--- src/rtl/branch_redirect_ctrl_pkg.sv ---
// Shared branch-redirect types and constants.
// Also imported by the fetch and hazard units.
package branch_redirect_ctrl_pkg;

  typedef enum logic [1:0] {
    IDLE     = 2'd0,
    REDIRECT = 2'd1,
    FLUSH    = 2'd2
  } brc_state_e;

  localparam int BRC_WIDTH   = 32;
  localparam int FLUSH_CNT_W = 3;

endpackage

--- src/rtl/sat_counter.sv ---
// Saturating up-counter with synchronous reset.
module sat_counter #(
  parameter int CNT_W = 16
) (
  input  logic             clk,
  input  logic             rst,
  input  logic             inc,
  output logic [CNT_W-1:0] count
);

  logic [CNT_W-1:0] count_q;
  logic [CNT_W-1:0] count_d;

  always_comb begin
    count_d = count_q;
    if (inc && (count_q != '1))
      count_d = count_q + CNT_W'(1);
  end

  always_ff @(posedge clk) begin
    if (rst) count_q <= '0;
    else     count_q <= count_d;
  end

  assign count = count_q;

endmodule

--- src/rtl/branch_redirect_ctrl.sv ---
// EX-stage branch resolution: redirect handshake,
// wrong-path drain, predictor update and statistics.
module branch_redirect_ctrl
  import branch_redirect_ctrl_pkg::*;
#(
  parameter int WIDTH        = BRC_WIDTH,
  parameter int FLUSH_CYCLES = 2,
  parameter int CNT_W        = 16
) (
  input  logic             i_clk,
  input  logic             i_rst,
  input  logic             i_valid,
  input  logic             i_is_branch,
  input  logic             i_taken,
  input  logic             i_pred_taken,
  input  logic             i_PPC_Eq,
  input  logic [WIDTH-1:0] i_New_PC,
  input  logic [WIDTH-1:0] i_EX_PC,
  input  logic             i_fetch_ready,
  output logic             o_redirect_valid,
  output logic [WIDTH-1:0] o_redirect_pc,
  output logic             o_flush,
  output logic             o_busy,
  output logic             o_bp_upd_valid,
  output logic [WIDTH-1:0] o_bp_upd_pc,
  output logic [WIDTH-1:0] o_bp_upd_target,
  output logic             o_bp_upd_taken,
  output logic [CNT_W-1:0] o_branch_cnt,
  output logic [CNT_W-1:0] o_mispred_cnt
);

  localparam logic [FLUSH_CNT_W-1:0] DRAIN_INIT =
    FLUSH_CNT_W'(FLUSH_CYCLES);

  brc_state_e             state_q;
  logic [FLUSH_CNT_W-1:0] drain_q;
  logic                   rv_q;
  logic [WIDTH-1:0]       rpc_q;
  logic                   flush_q;
  logic                   busy_q;
  logic                   upd_v_q;
  logic [WIDTH-1:0]       upd_pc_q;
  logic [WIDTH-1:0]       upd_tgt_q;
  logic                   upd_tk_q;

  logic resolve;
  logic mispred;

  assign resolve = i_valid & i_is_branch
                 & (state_q == IDLE);
  assign mispred = resolve
                 & ((i_taken != i_pred_taken)
                 | (i_taken & i_pred_taken & ~i_PPC_Eq));

  always_ff @(posedge i_clk) begin
    if (i_rst) begin
      state_q   <= IDLE;
      drain_q   <= '0;
      rv_q      <= 1'b0;
      rpc_q     <= '0;
      flush_q   <= 1'b0;
      busy_q    <= 1'b0;
      upd_v_q   <= 1'b0;
      upd_pc_q  <= '0;
      upd_tgt_q <= '0;
      upd_tk_q  <= 1'b0;
    end else begin
      upd_v_q <= resolve;
      if (resolve) begin
        upd_pc_q  <= i_EX_PC;
        upd_tgt_q <= i_New_PC;
        upd_tk_q  <= i_taken;
      end
      unique case (state_q)
        IDLE: begin
          if (mispred) begin
            state_q <= REDIRECT;
            rv_q    <= 1'b1;
            rpc_q   <= i_New_PC;
            flush_q <= 1'b1;
            busy_q  <= 1'b1;
          end
        end
        REDIRECT: begin
          if (i_fetch_ready) begin
            rv_q <= 1'b0;
            if (FLUSH_CYCLES == 0) begin
              state_q <= IDLE;
              flush_q <= 1'b0;
              busy_q  <= 1'b0;
            end else begin
              state_q <= FLUSH;
              drain_q <= DRAIN_INIT;
            end
          end
        end
        FLUSH: begin
          drain_q <= drain_q - 1'b1;
          if (drain_q == FLUSH_CNT_W'(1)) begin
            state_q <= IDLE;
            flush_q <= 1'b0;
            busy_q  <= 1'b0;
          end
        end
        default: state_q <= IDLE;
      endcase
    end
  end

  sat_counter #(.CNT_W(CNT_W)) u_br_cnt (
    .clk   (i_clk),
    .rst   (i_rst),
    .inc   (resolve),
    .count (o_branch_cnt)
  );

  sat_counter #(.CNT_W(CNT_W)) u_mp_cnt (
    .clk   (i_clk),
    .rst   (i_rst),
    .inc   (mispred),
    .count (o_mispred_cnt)
  );

  assign o_redirect_valid = rv_q;
  assign o_redirect_pc    = rpc_q;
  assign o_flush          = flush_q;
  assign o_busy           = busy_q;
  assign o_bp_upd_valid   = upd_v_q;
  assign o_bp_upd_pc      = upd_pc_q;
  assign o_bp_upd_target  = upd_tgt_q;
  assign o_bp_upd_taken   = upd_tk_q;

endmodule

--- config.mk ---
export PLATFORM = sky130hd
export DESIGN_NAME = branch_redirect_ctrl
export DESIGN_NICKNAME = d
export VERILOG_FILES = /design/src/rtl/branch_redirect_ctrl_pkg.sv /design/src/rtl/sat_counter.sv /design/src/rtl/branch_redirect_ctrl.sv
export SDC_FILE = /design/constraint.sdc
export NUM_CORES = 1
export LEC_CHECK = 0
export BUFFER_PORTS_ARGS = -buffer_cell sky130_fd_sc_hd__buf_2
export CAP_MARGIN = 20
export CORE_MARGIN = 1.5
export CORE_UTILIZATION = 30
export DETAILED_ROUTE_END_ITERATION = 7
export GPL_TIMING_DRIVEN = 0
export SLEW_MARGIN = 20
export SYNTH_ARGS = -nofsm -noshare
export SYNTH_HDL_FRONTEND = slang
export SYNTH_SLANG_ARGS = --single-unit
--- constraint.sdc ---
create_clock -name i_clk -period 4 [get_ports i_clk]
set_clock_uncertainty 0.2 [all_clocks]
set_input_delay 0.6 -clock i_clk [delete_from_list [all_inputs] [get_ports i_clk]]
set_output_delay 0.6 -clock i_clk [all_outputs]
set_load 0.02 [all_outputs]
### Word level (Yosys, flattened, before mapping)

Index checks and enable logic that the tools add are counted.

* output and inout port bits: 133
* input port bits: 72
* bits in registers: 137

* reduce and logical (&&, ||, !) cells: 11
* muxes and demuxes: 11
* bitwise operators: 7
* add/sub/neg operators: 3
* eq/ne operators: 9

Operator list (number)
* $add 16x1->16 const B: 2
* $ne 16x16->1 const B: 2
* $reduce_and 3->1: 3
* $mux 2: 3
* $pmux 2 s3: 1
* $pmux 3 s2: 1
* $reduce_bool 2->1: 3
* $and 1x1->1: 5
* $ne 2x2->1 const B: 2
* $pmux 1 s2: 2
* $reduce_and 2->1: 2
* $eq 3x1->1 const B: 1
* $mux 1: 3
* $mux 3: 1
* $sub 3x1->3 const B: 1
* $eq 2x1->1 const B: 1
* $eq 2x2->1 const B: 1
* $logic_and 1x1->1: 2
* $logic_not 2->1: 1
* $ne 2x1->1 const B: 1
* $ne 1x1->1: 1
* $not 1->1: 1
* $or 1x1->1: 1

### Logic depth before layout (Yosys ltp)

Gate-level depths: netlist of the first run.

* depth after elaboration: 6
* depth in mapped cells: 8
* mapped depth without buffers: 5

### Modules after synthesis

A second synthesis of the first run with hierarchy kept.

* cells, all modules: 662
* area total of the unflattened synthesis: 5764.3 sq um

Modules (own cells, without submodules)
* branch_redirect_ctrl: area an instance 4067.7 sq um, instances 1, cells each 464, seq. area each 2102.0 sq um
* sat_counter: area an instance 848.3 sq um, instances 2, cells each 99, seq. area each 320.3 sq um

### Least setup slack after synthesis of the first run

Ideal clock, no wire load.

* path type: in2reg
* start: in i_valid
* end: reg u_br_cnt.count_q[13] (netlist: u_br_cnt.count[13])
* data arrival time: 2088 ps
* stages on the path: 6
* setup slack: 1592 ps
* path buffers: 2
* path through: nand4bb_1 clkbuf_1 or4b_1 buf_2 nor4b_1 mux2_2

* cells in the longest elaborated chain, start to end: 3

Ends and longest elaborated chain
* from (decl): line branch_redirect_ctrl.sv:12 `input logic i_valid,`
* $and 1x1->1: line branch_redirect_ctrl.sv:49 `assign resolve = i_valid & i_is_branch`
* $and 1x1->1: line branch_redirect_ctrl.sv:50 `& (state_q == IDLE);`
* $logic_and 1x1->1: line sat_counter.sv:16 `if (inc && (count_q != '1))`
* to (signal assigned): line sat_counter.sv:22 `else count_q <= count_d;`
* to (decl): line sat_counter.sv:11 `logic [CNT_W-1:0] count_q;`

Every way passes these cells.
A chain may end at the register's enable or synchronous reset.

### Worst setup path after layout of the first run

* start: in i_taken
* end: reg u_mp_cnt.count_q[1] (netlist: u_mp_cnt.count[1])

* cells in the longest elaborated chain, start to end: 5
* elaborated cells on any way between the ends: 6
* classes of those cells: 1 x eq/ne; 4 x bitwise; 1 x reduce/logical

Ends and longest elaborated chain
* from (decl): line branch_redirect_ctrl.sv:14 `input logic i_taken,`
* $and 1x1->1 (2 in series): line branch_redirect_ctrl.sv:53 `| (i_taken & i_pred_taken & ~i_PPC_Eq));`
* $or 1x1->1 *: line branch_redirect_ctrl.sv:53
* $and 1x1->1 *: line branch_redirect_ctrl.sv:52 `& ((i_taken != i_pred_taken)`
* $logic_and 1x1->1 *: line sat_counter.sv:16
* to (signal assigned): line sat_counter.sv:22
* to (decl): line sat_counter.sv:11

Mark *: on every way between the ends. The rest lies on a longest branch, timed or not.

==> results of run 1 <==
## Yosys cell counts, drive strengths merged, types with 2 or more instances
cell type and instances:
nand2 204, dfxtp 137, a21oi 126, clkbuf 39, nor2 14, o21ai 12
o31ai 12, or4 12, or3 10, buf 8, inv 8, nand4 8
nand3 6, nor2b 6, ha 5, mux2 4, nand2b 4, nor4 4
o41ai 4, and3 3, and4 3, a2111oi 2, nand3b 2, o2111ai 2
o21a 2, o311ai 2, or2 2
## state kept, by name (all words and copies together) (netlist names)
register          flops
o_bp_upd_taken        1
o_redirect_valid      1
state_q               2
o_bp_upd_target      32
o_busy                1
u_mp_cnt.count       16
o_bp_upd_pc          32
drain_q               3
u_br_cnt.count       16
o_bp_upd_valid        1
o_redirect_pc        32
## per-stage QoR
stage | setup WS (ns) | std cells | hold slack [ns]
after floorplan | 1.59 | 655 | 0.280
after global placement | 0.960 | 1083 | 0.239
after detailed placement | 0.941 | 1083 | 0.243
after CTS | 1.36 | 1115 | 0.203
after global routing | 1.13 | 1115 | 0.209
final | 1.37 | 1116 | 0.215
## kinds of logic (layout without fill, tap and decap cells)
kind of cell / Yosys count / count (layout)
adders and majority gates: 5 / 5
DFF: 137 / 137
buffers and inverters: 55 / 290
and+or+nand+nor: 287 / 287
other: 0 / 1
AOI/OAI and AO/OA: 165 / 165
xor gates and xnor gates: 1 / 1
muxes: 5 / 5
## area by class of cell
class | count | area [sq um]
Timing Repair Buffer | 203 | 1020
Buffer | 47 | 190
Tap cell | 225 | 282
Sequential cell | 137 | 2740
Clock inverter | 11 | 146
Antenna cell | 1 | 2.50
Fill cell | 1822 | 10100
Clock buffer | 21 | 460
Inverter | 8 | 30.0
Multi-Input combinational cell | 463 | 2330
## where the power goes
part | internal [uW] | switching (uW)
combinational | 111 | 227
clock | 1010 | 597
sequential | 1420 | 27.5
total | 2540 | 852
## critical path, cell delays in order
cell,delay (ns)
buf_2,0.13
ha_1,0.34
o21ai_0,0.38
clkbuf_1,0.48
clkbuf_1,0.52
o21ai_0,0.16
a21oi_1,0.16
## final timing paths
kind,from,end,slack (ns)
min reg2reg,o_bp_upd_pc[26],o_bp_upd_pc[26],0.25
max reg2reg,u_mp_cnt.count[0],u_mp_cnt.count[1],1.38
max,i_taken,u_mp_cnt.count[1],1.37
min,i_EX_PC[1],o_bp_upd_pc[1],0.21
## routing by layer
layer / part of all wire [%] / wire length (microns) / GRT usage [%]
met1: 44 / 7430 / 22.7
met2: 47 / 7840 / 29.0
met3: 7.8 / 1300 / 6.94
met4: 1.3 / 214 / 5.20
met5: 0 / 0 / 0
==> impl_metrics.json, run 1 <==
{
  "arrival_ns": 2.77,
  "portBuffers": 203,
  "drv_cap": 0,
  "grt-ovfl-total": 0,
  "grt_pass1_wl_microns": 25900,
  "hold_buffers": 0,
  "ant_nets": 0,
  "worst_hold_path_type": "input pin to flop",
  "dpl_cell_area_sq_mm": 0.00659,
  "worst_pin_slew_ns": 0.831,
  "mostFrequentLayoutCells": "205 x buf_2, 204 x nand2_1, 137 x dfxtp_1, 126 x a21oi_1, 41 x clkbuf_1",
  "crit_required_ns": 4.14,
  "root_buffer": "clkbuf_16",
  "synth_top_area_share_pct": 51.8,
  "drive_above_1_share_pct": 27.5,
  "setup_tns_ns": 0,
  "hold_depth": 3,
  "htreeDepth": 4,
  "total_power_uw": 3390,
  "min_period_ns": 2.63,
  "clock_path_buffers": 2,
  "critPathLaunchType": "input pin",
  "drt_iter0_drc": 248,
  "reg2reg_depth": 7,
  "setup.worst_path.end_class": "flop",
  "core_area_sq_mm": 0.0173,
  "initial_utilization_pct": 30.6,
  "cts_made_buffers": 17,
  "gr-usage-all-layers_pct": 18.1,
  "wire_per_inst_microns": 15.0,
  "synth_top_family_by_area": "simple AND/OR/NAND/NOR gates",
  "pwr_density_cell_mw_per_mm2": 471,
  "synth_xor_area_share_pct": 0.165,
  "critPathKind": "input pin to flop",
  "pin_count": 205,
  "status": "complete, no violations",
  "slew_viol_final": 0,
  "yosys.area_share.simple_pct": 24.4,
  "dp.final_hpwl_microns": 12200,
  "synth_cell_types": 45,
  "grt_pass1_vias": 4951,
  "max_freq_mhz": 380,
  "finalNetCount": 954,
  "synth-main-ff-cell": "dfxtp_1",
  "drc": 0,
  "fin_util_pct": 41.6,
  "clkTransAtPathRegs_ns": 0.06,
  "cts_tree": "yes",
  "ys_top_cells_by_area": "dfxtp_1 52%, nand2_1 14%, a21oi_1 12%, clkbuf_1 2.8%, o31ai_1 1.7%",
  "synthAdderAreaFrac_pct": 1.18,
  "netlist_instances": 655,
  "insertion_delay_ns": 0.41,
  "totalWireLength_microns": 16800,
  "route.vias.total": 5325,
  "ys_seq_area_share_pct": 51.8,
  "die_width_microns": 136,
  "synthMuxAreaShare_pct": 1.04,
  "ys_ff_latch": 137,
  "cellLeakagePower_uw": 0.00304,
  "synth_compound_area_share_pct": 17.2,
  "hold_viol_final": 0,
  "yosysTopAreaCell": "dfxtp_1",
  "routed_via_density": 4.77,
  "max-slew-margin-rel_pct": 44.0,
  "placementRows": 48,
  "synth_edf_count": 0,
  "max-vdd-ir-drop_mv": 0.285,
  "setup_viol": 0,
  "grt_max_degree": 17,
  "finalCritPeriodShare_pct": 65.8,
  "cts_setup_buffers": 0,
  "die_y_microns": 136,
  "rsz0062_at_grt": "false",
  "syn_nets": 732,
  "avgSynthCellArea_sq_um": 8.08,
  "critPathMaxFanout": 10,
  "fin_area_sq_mm": 0.00720,
  "antenna_found_initial": 1,
  "cts.sinks": 137,
  "synth_area_sq_mm": 0.00529,
  "place_congestion": 0.797,
  "final_common_cell": "buf_2",
  "fp.dieArea_sq_mm": 0.0185,
  "cts_resized": 0,
  "first_pass_iters": 4,
  "yosysWarningCount": 0,
  "async_flop_share_pct": 0,
  "area_growth_pct": 36.0
}
(Power assumes the default switching activity.)
==> inputs of run 2 (changes only) <==
==> constraint.sdc (replaced) <==
create_clock -name i_clk -period 2.71 [get_ports i_clk]
set_clock_uncertainty 0.2 [all_clocks]
set_input_delay 0.4065 -clock i_clk [delete_from_list [all_inputs] [get_ports i_clk]]
set_output_delay 0.4065 -clock i_clk [all_outputs]
set_load 0.02 [all_outputs]
==> impl_metrics.json, run 2 (synthesized netlist as in run 1, its figures left out) <==
{
  "status": "complete, no violations",
  "drt_iter0_drc": 236,
  "grt_max_degree": 17,
  "initial_utilization_pct": 30.6,
  "htreeDepth": 4,
  "cts_made_buffers": 17,
  "setup.worst_path.end_class": "flop",
  "dpl_cell_area_sq_mm": 0.00659,
  "max-slew-margin-rel_pct": 44.0,
  "grt-ovfl-total": 0,
  "clock_path_buffers": 2,
  "cts.sinks": 137,
  "worst_hold_path_type": "input pin to flop",
  "slowest_delay_ns": 0.55,
  "totalWireLength_microns": 16800,
  "place_ws_ns": -0.156,
  "p_clk_share_pct": 47.4,
  "die_width_microns": 136,
  "portBuffers": 203,
  "drc": 0,
  "routed_via_density": 4.77,
  "min_period_ns": 2.55,
  "sw_frac_of_total_pct": 25.1,
  "worstPathCellList": "buf_6 -> nand4bb_1 -> clkbuf_1 -> or4b_1 -> buf_2 -> nor4b_1 -> mux2_2",
  "fin_area_sq_mm": 0.00721,
  "pwr_density_cell_mw_per_mm2": 695,
  "die_y_microns": 136,
  "wire_per_inst_microns": 15.0,
  "layout.cells.non_filler": 1116,
  "ant_nets": 0,
  "insertion_delay_ns": 0.42,
  "rsz0062_at_grt": "true",
  "critPathLaunchType": "flop",
  "critPathKind": "flop to flop",
  "path_delay_family": "simple AND/OR/NAND/NOR gates",
  "finalCritPeriodShare_pct": 94.1,
  "grt_pass1_wl_microns": 25900,
  "cts_tree": "yes",
  "dp.final_hpwl_microns": 12200,
  "slew_viol_final": 0,
  "grt_pass1_vias": 4951,
  "drive_above_1_share_pct": 28.1,
  "area_growth_pct": 36.1,
  "min_from": "i_EX_PC[1]",
  "crit_buf_inv": 3,
  "cellLeakagePower_uw": 0.00305,
  "route.vias.total": 5321,
  "fp.dieArea_sq_mm": 0.0185,
  "place_congestion": 0.797,
  "crit_slowest_cell": "or4b_1",
  "setup_viol": 0,
  "crit_required_ns": 2.82,
  "r2r_setup_slack_ns": 0.16,
  "drv_cap": 0,
  "hold_ws_ns": 0.0183,
  "dp.cells": 1083,
  "max_freq_mhz": 392,
  "finalNetCount": 954,
  "combPwrFrac_pct": 10.0,
  "power.internal_uw": 3750,
  "pin_count": 205,
  "placementRows": 48,
  "core_area_sq_mm": 0.0173,
  "mostFrequentLayoutCells": "205 x buf_2, 204 x nand2_1, 137 x dfxtp_1, 126 x a21oi_1, 36 x clkbuf_1",
  "fillers": 1827,
  "postLayoutSetupSlackWorst_ns": 0.159,
  "switchingPower_uw": 1260,
  "arrival_ns": 2.66,
  "final_common_cell": "buf_2",
  "gr-usage-all-layers_pct": 18.1,
  "clkTransAtPathRegs_ns": 0.06,
  "crit_start": "state_q[0]",
  "hold_viol_final": 0,
  "hold_buffers": 0,
  "antenna_found_initial": 1,
  "max-vdd-ir-drop_mv": 0.419,
  "critPathMaxFanout": 10,
  "worst_pin_slew_ns": 0.831,
  "first_pass_iters": 4,
  "p_seq_share_pct": 42.6,
  "rr_startpoint": "state_q[0]",
  "root_buffer": "clkbuf_16"
}
-- run 2: layout make-up --
class | count | area (sq um) | share of cell area [%]
inverters | 8 | 30.0 | 0.417
clock buffers | 21 | 460 | 6.39
well taps | 225 | 282 | 3.91
repair buffers | 203 | 1020 | 14.1
diodes | 1 | 2.50 | 0.0347
plain buffers | 47 | 196 | 2.73
multi-input cells | 463 | 2330 | 32.3
flip-flops and latches | 137 | 2740 | 38.1
clock inverters | 11 | 146 | 2.03
-- run 2: routing by layer --
| layer | part of all wire (%) | global-route usage [%] | up-vias |
|---|---|---|---|
| li1 | - | - | 2690 |
| met1 | 44 | 22.7 | 2469 |
| met5 | 0 | 0 | - |
| met2 | 47 | 29.0 | 148 |
| met4 | 1.2 | 5.20 | 0 |
| met3 | 7.8 | 6.94 | 14 |
-- run 2: worst paths after layout --
check / endpoint / depth (start not counted)
setup / recovery: u_br_cnt.count[13] / 7
hold / removal: o_bp_upd_pc[1] / 3
setup reg to reg: u_br_cnt.count[13] / 7
hold reg to reg: o_bp_upd_pc[26] / 2
-- run 2: power groups by stage --
stage	combinational [uW]	sequential (uW)	clock, uW
after CTS	506	2140	2440
after floorplan	191	2270	0
after global placement	503	2180	0
final	500	2130	2380
after detailed placement	505	2180	0
after global routing	554	2140	2520
-- run 2: through the flow --
step	utilization (%)	total power, uW	setup TNS [ns]
floorplan	-	2460	0
global placement	38.1	2680	-1.64
detailed placement	38.1	2680	-2.16
CTS	41.6	5080	0
global route	41.7	5220	-0.00653
finish	41.7	5010	0
-- run 2: repair_timing --
action                     in CTS  in global routing
setup buffers                   0                  0
setup endpoints to repair       0                 60
gates resized for setup         0                 10
-- run 2: tightest hold or removal path: cells and delay by family --
| kind | cells | cell delay, ns |
|---|---|---|
| AND/OR/NAND/NOR | 1 | 0.04 |
| AO/OA/AOI/OAI | 1 | 0.05 |
| buffers and inverters | 1 | 0.10 |
==> inputs of run 3 (changes only) <==
--- a/config.mk
+++ b/config.mk
@@ -7,7 +7,7 @@
 export LEC_CHECK = 0
 export BUFFER_PORTS_ARGS = -buffer_cell sky130_fd_sc_hd__buf_2
 export CAP_MARGIN = 20
-export CORE_MARGIN = 1.5
+export CORE_MARGIN = 3
 export CORE_UTILIZATION = 30
 export DETAILED_ROUTE_END_ITERATION = 7
 export GPL_TIMING_DRIVEN = 0
==> impl_metrics.json, run 3 (synthesized netlist as in run 1, its figures left out) <==
{
  "place_congestion": 0.831,
  "pwr_density_cell_mw_per_mm2": 678,
  "setup_viol": 0,
  "ant_nets": 0,
  "status": "complete, no violations",
  "fp.dieArea_sq_mm": 0.0193,
  "worst_hold_path_type": "input pin to flop",
  "finalNetCount": 955,
  "crit_required_ns": 2.85,
  "totalWireLength_microns": 17100,
  "hold_depth": 3,
  "max-vdd-ir-drop_mv": 0.409,
  "antenna_found_initial": 0,
  "grt_pass1_vias": 5095,
  "dp.cells": 1078,
  "slew_viol_final": 0,
  "reg2reg_depth": 7,
  "worst_pin_slew_ns": 0.870,
  "grt-ovfl-total": 0,
  "clock_path_buffers": 2,
  "pin_count": 205,
  "fin_area_sq_mm": 0.00717,
  "drv_cap": 0,
  "min_from": "i_EX_PC[4]",
  "critPathKind": "flop to flop",
  "worstPathCellList": "ha_1 -> and4_1 -> and4bb_2 -> clkbuf_1 -> clkbuf_2 -> o21ai_0 -> a21oi_1",
  "arrival_ns": 2.61,
  "core_area_sq_mm": 0.0169,
  "placementRows": 47,
  "dpl_cell_area_sq_mm": 0.00659,
  "max-slew-margin-rel_pct": 41.4,
  "route.vias.total": 5399,
  "area_growth_pct": 35.5,
  "htreeDepth": 4,
  "rsz0062_at_grt": "false",
  "insertion_delay_ns": 0.42,
  "final_common_cell": "buf_2",
  "drive_above_1_share_pct": 28.6,
  "dp.final_hpwl_microns": 12500,
  "critPathLaunchType": "flop",
  "min_to": "o_bp_upd_pc[4]",
  "r2r_setup_slack_ns": 0.23,
  "finalCritPeriodShare_pct": 91.5,
  "die_y_microns": 139,
  "cellLeakagePower_uw": 0.00304,
  "crit_slowest_cell": "dfxtp_1",
  "antenna_cells": 0,
  "grt_pass1_wl_microns": 27400,
  "drt_iter0_drc": 248,
  "clkTransAtPathRegs_ns": 0.06,
  "first_pass_iters": 5,
  "setup.worst_path.end_class": "flop",
  "cts.sinks": 137,
  "slowest_delay_ns": 0.43,
  "cts_made_buffers": 17,
  "min_period_ns": 2.48,
  "rr_startpoint": "u_mp_cnt.count[0]",
  "hold_viol_final": 0,
  "max_freq_mhz": 403,
  "critPathMaxFanout": 10,
  "drc": 0,
  "cts_tree": "yes",
  "hold_ws_ns": 0.0258,
  "portBuffers": 203,
  "wire_per_inst_microns": 15.4,
  "grt_max_degree": 17,
  "total_power_uw": 4860,
  "routed_via_density": 4.86,
  "die_width_microns": 139,
  "r2r_end": "u_mp_cnt.count[1]",
  "mostFrequentLayoutCells": "205 x buf_2, 204 x nand2_1, 137 x dfxtp_1, 126 x a21oi_1, 31 x clkbuf_1",
  "layout.cells.non_filler": 1111,
  "initial_utilization_pct": 31.3,
  "gr-usage-all-layers_pct": 17.6,
  "root_buffer": "clkbuf_16"
}
## run 3: cell count changes in the layout (fill, tap and decap cells not counted), sizes merged
cell         delta
dlygate4sd3     +1
clkbuf          -1
bufinv          -2
diode           -1
clkinvlp        +4
clkinv          -1
## run 3: how the worst max path moves through the flow
stage                                     to              start  slack, ns  cells after the start
after global placement     u_mp_cnt.count[1]            i_taken      -0.14                      7
final                      u_mp_cnt.count[1]  u_mp_cnt.count[0]       0.23                      7
after detailed placement   u_mp_cnt.count[1]            i_taken      -0.16                      7
after global routing      u_mp_cnt.count[13]  u_mp_cnt.count[0]       0.02                      7
after floorplan           u_br_cnt.count[13]  u_br_cnt.count[5]       0.41                      5
after CTS                  u_mp_cnt.count[1]  u_mp_cnt.count[0]       0.11                      7
## run 3: timing repair
item / 4_1_cts / 5_1_grt
setup buffers: 0 / 0
hold buffers: 1 / 0
setup endpoints to repair: 0 / 52
gates resized for setup: 0 / 16
hold endpoints to repair: 1 / 0
## run 3: stage by stage
| stage | utilization (%) | worst slack, ns | TNS [ns] |
|---|---|---|---|
| after floorplan | - | 0.411 | 0 |
| after global placement | 38.9 | -0.136 | -1.87 |
| after detailed placement | 38.9 | -0.163 | -1.61 |
| after CTS | 42.3 | 0.109 | 0 |
| after global routing | 42.3 | 0.0155 | 0 |
| final | 42.3 | 0.231 | 0 |
## run 3: area by class of cell
class                   count  area, sq um
plain buffers              47          200
inverters                   8         30.0
repair buffers            204         1030
clock buffers              20          467
well taps                 220          275
clock inverters            12          100
fillers                  1804         9760
flip-flops and latches    137         2740
multi-input cells         463         2330
## run 3: worst max-delay path: cells and delay by family (launching register included)
kind / cells / cell delay (ns)
AOI/OAI and AO/OA: 2 / 0.28
adders and majority gates: 1 / 0.23
buffers and inverters: 2 / 0.68
DFF: 1 / 0.43
and+or+nand+nor: 2 / 0.58
## run 3: power by group
| part | switching, uW | internal, uW |
|---|---|---|
| clock network | 898 | 1330 |
| registers | 42.3 | 2090 |
| logic | 337 | 166 |
## run 3: per-layer routing
| metal | vias to the layer above | GRT usage, % | wire [microns] |
|---|---|---|---|
| met4 | 0 | 5.56 | 330 |
| met1 | 2520 | 22.7 | 7670 |
| met5 | - | 0 | 0 |
| met3 | 25 | 7.31 | 1450 |
| li1 | 2692 | - | - |
| met2 | 162 | 26.8 | 7600 |
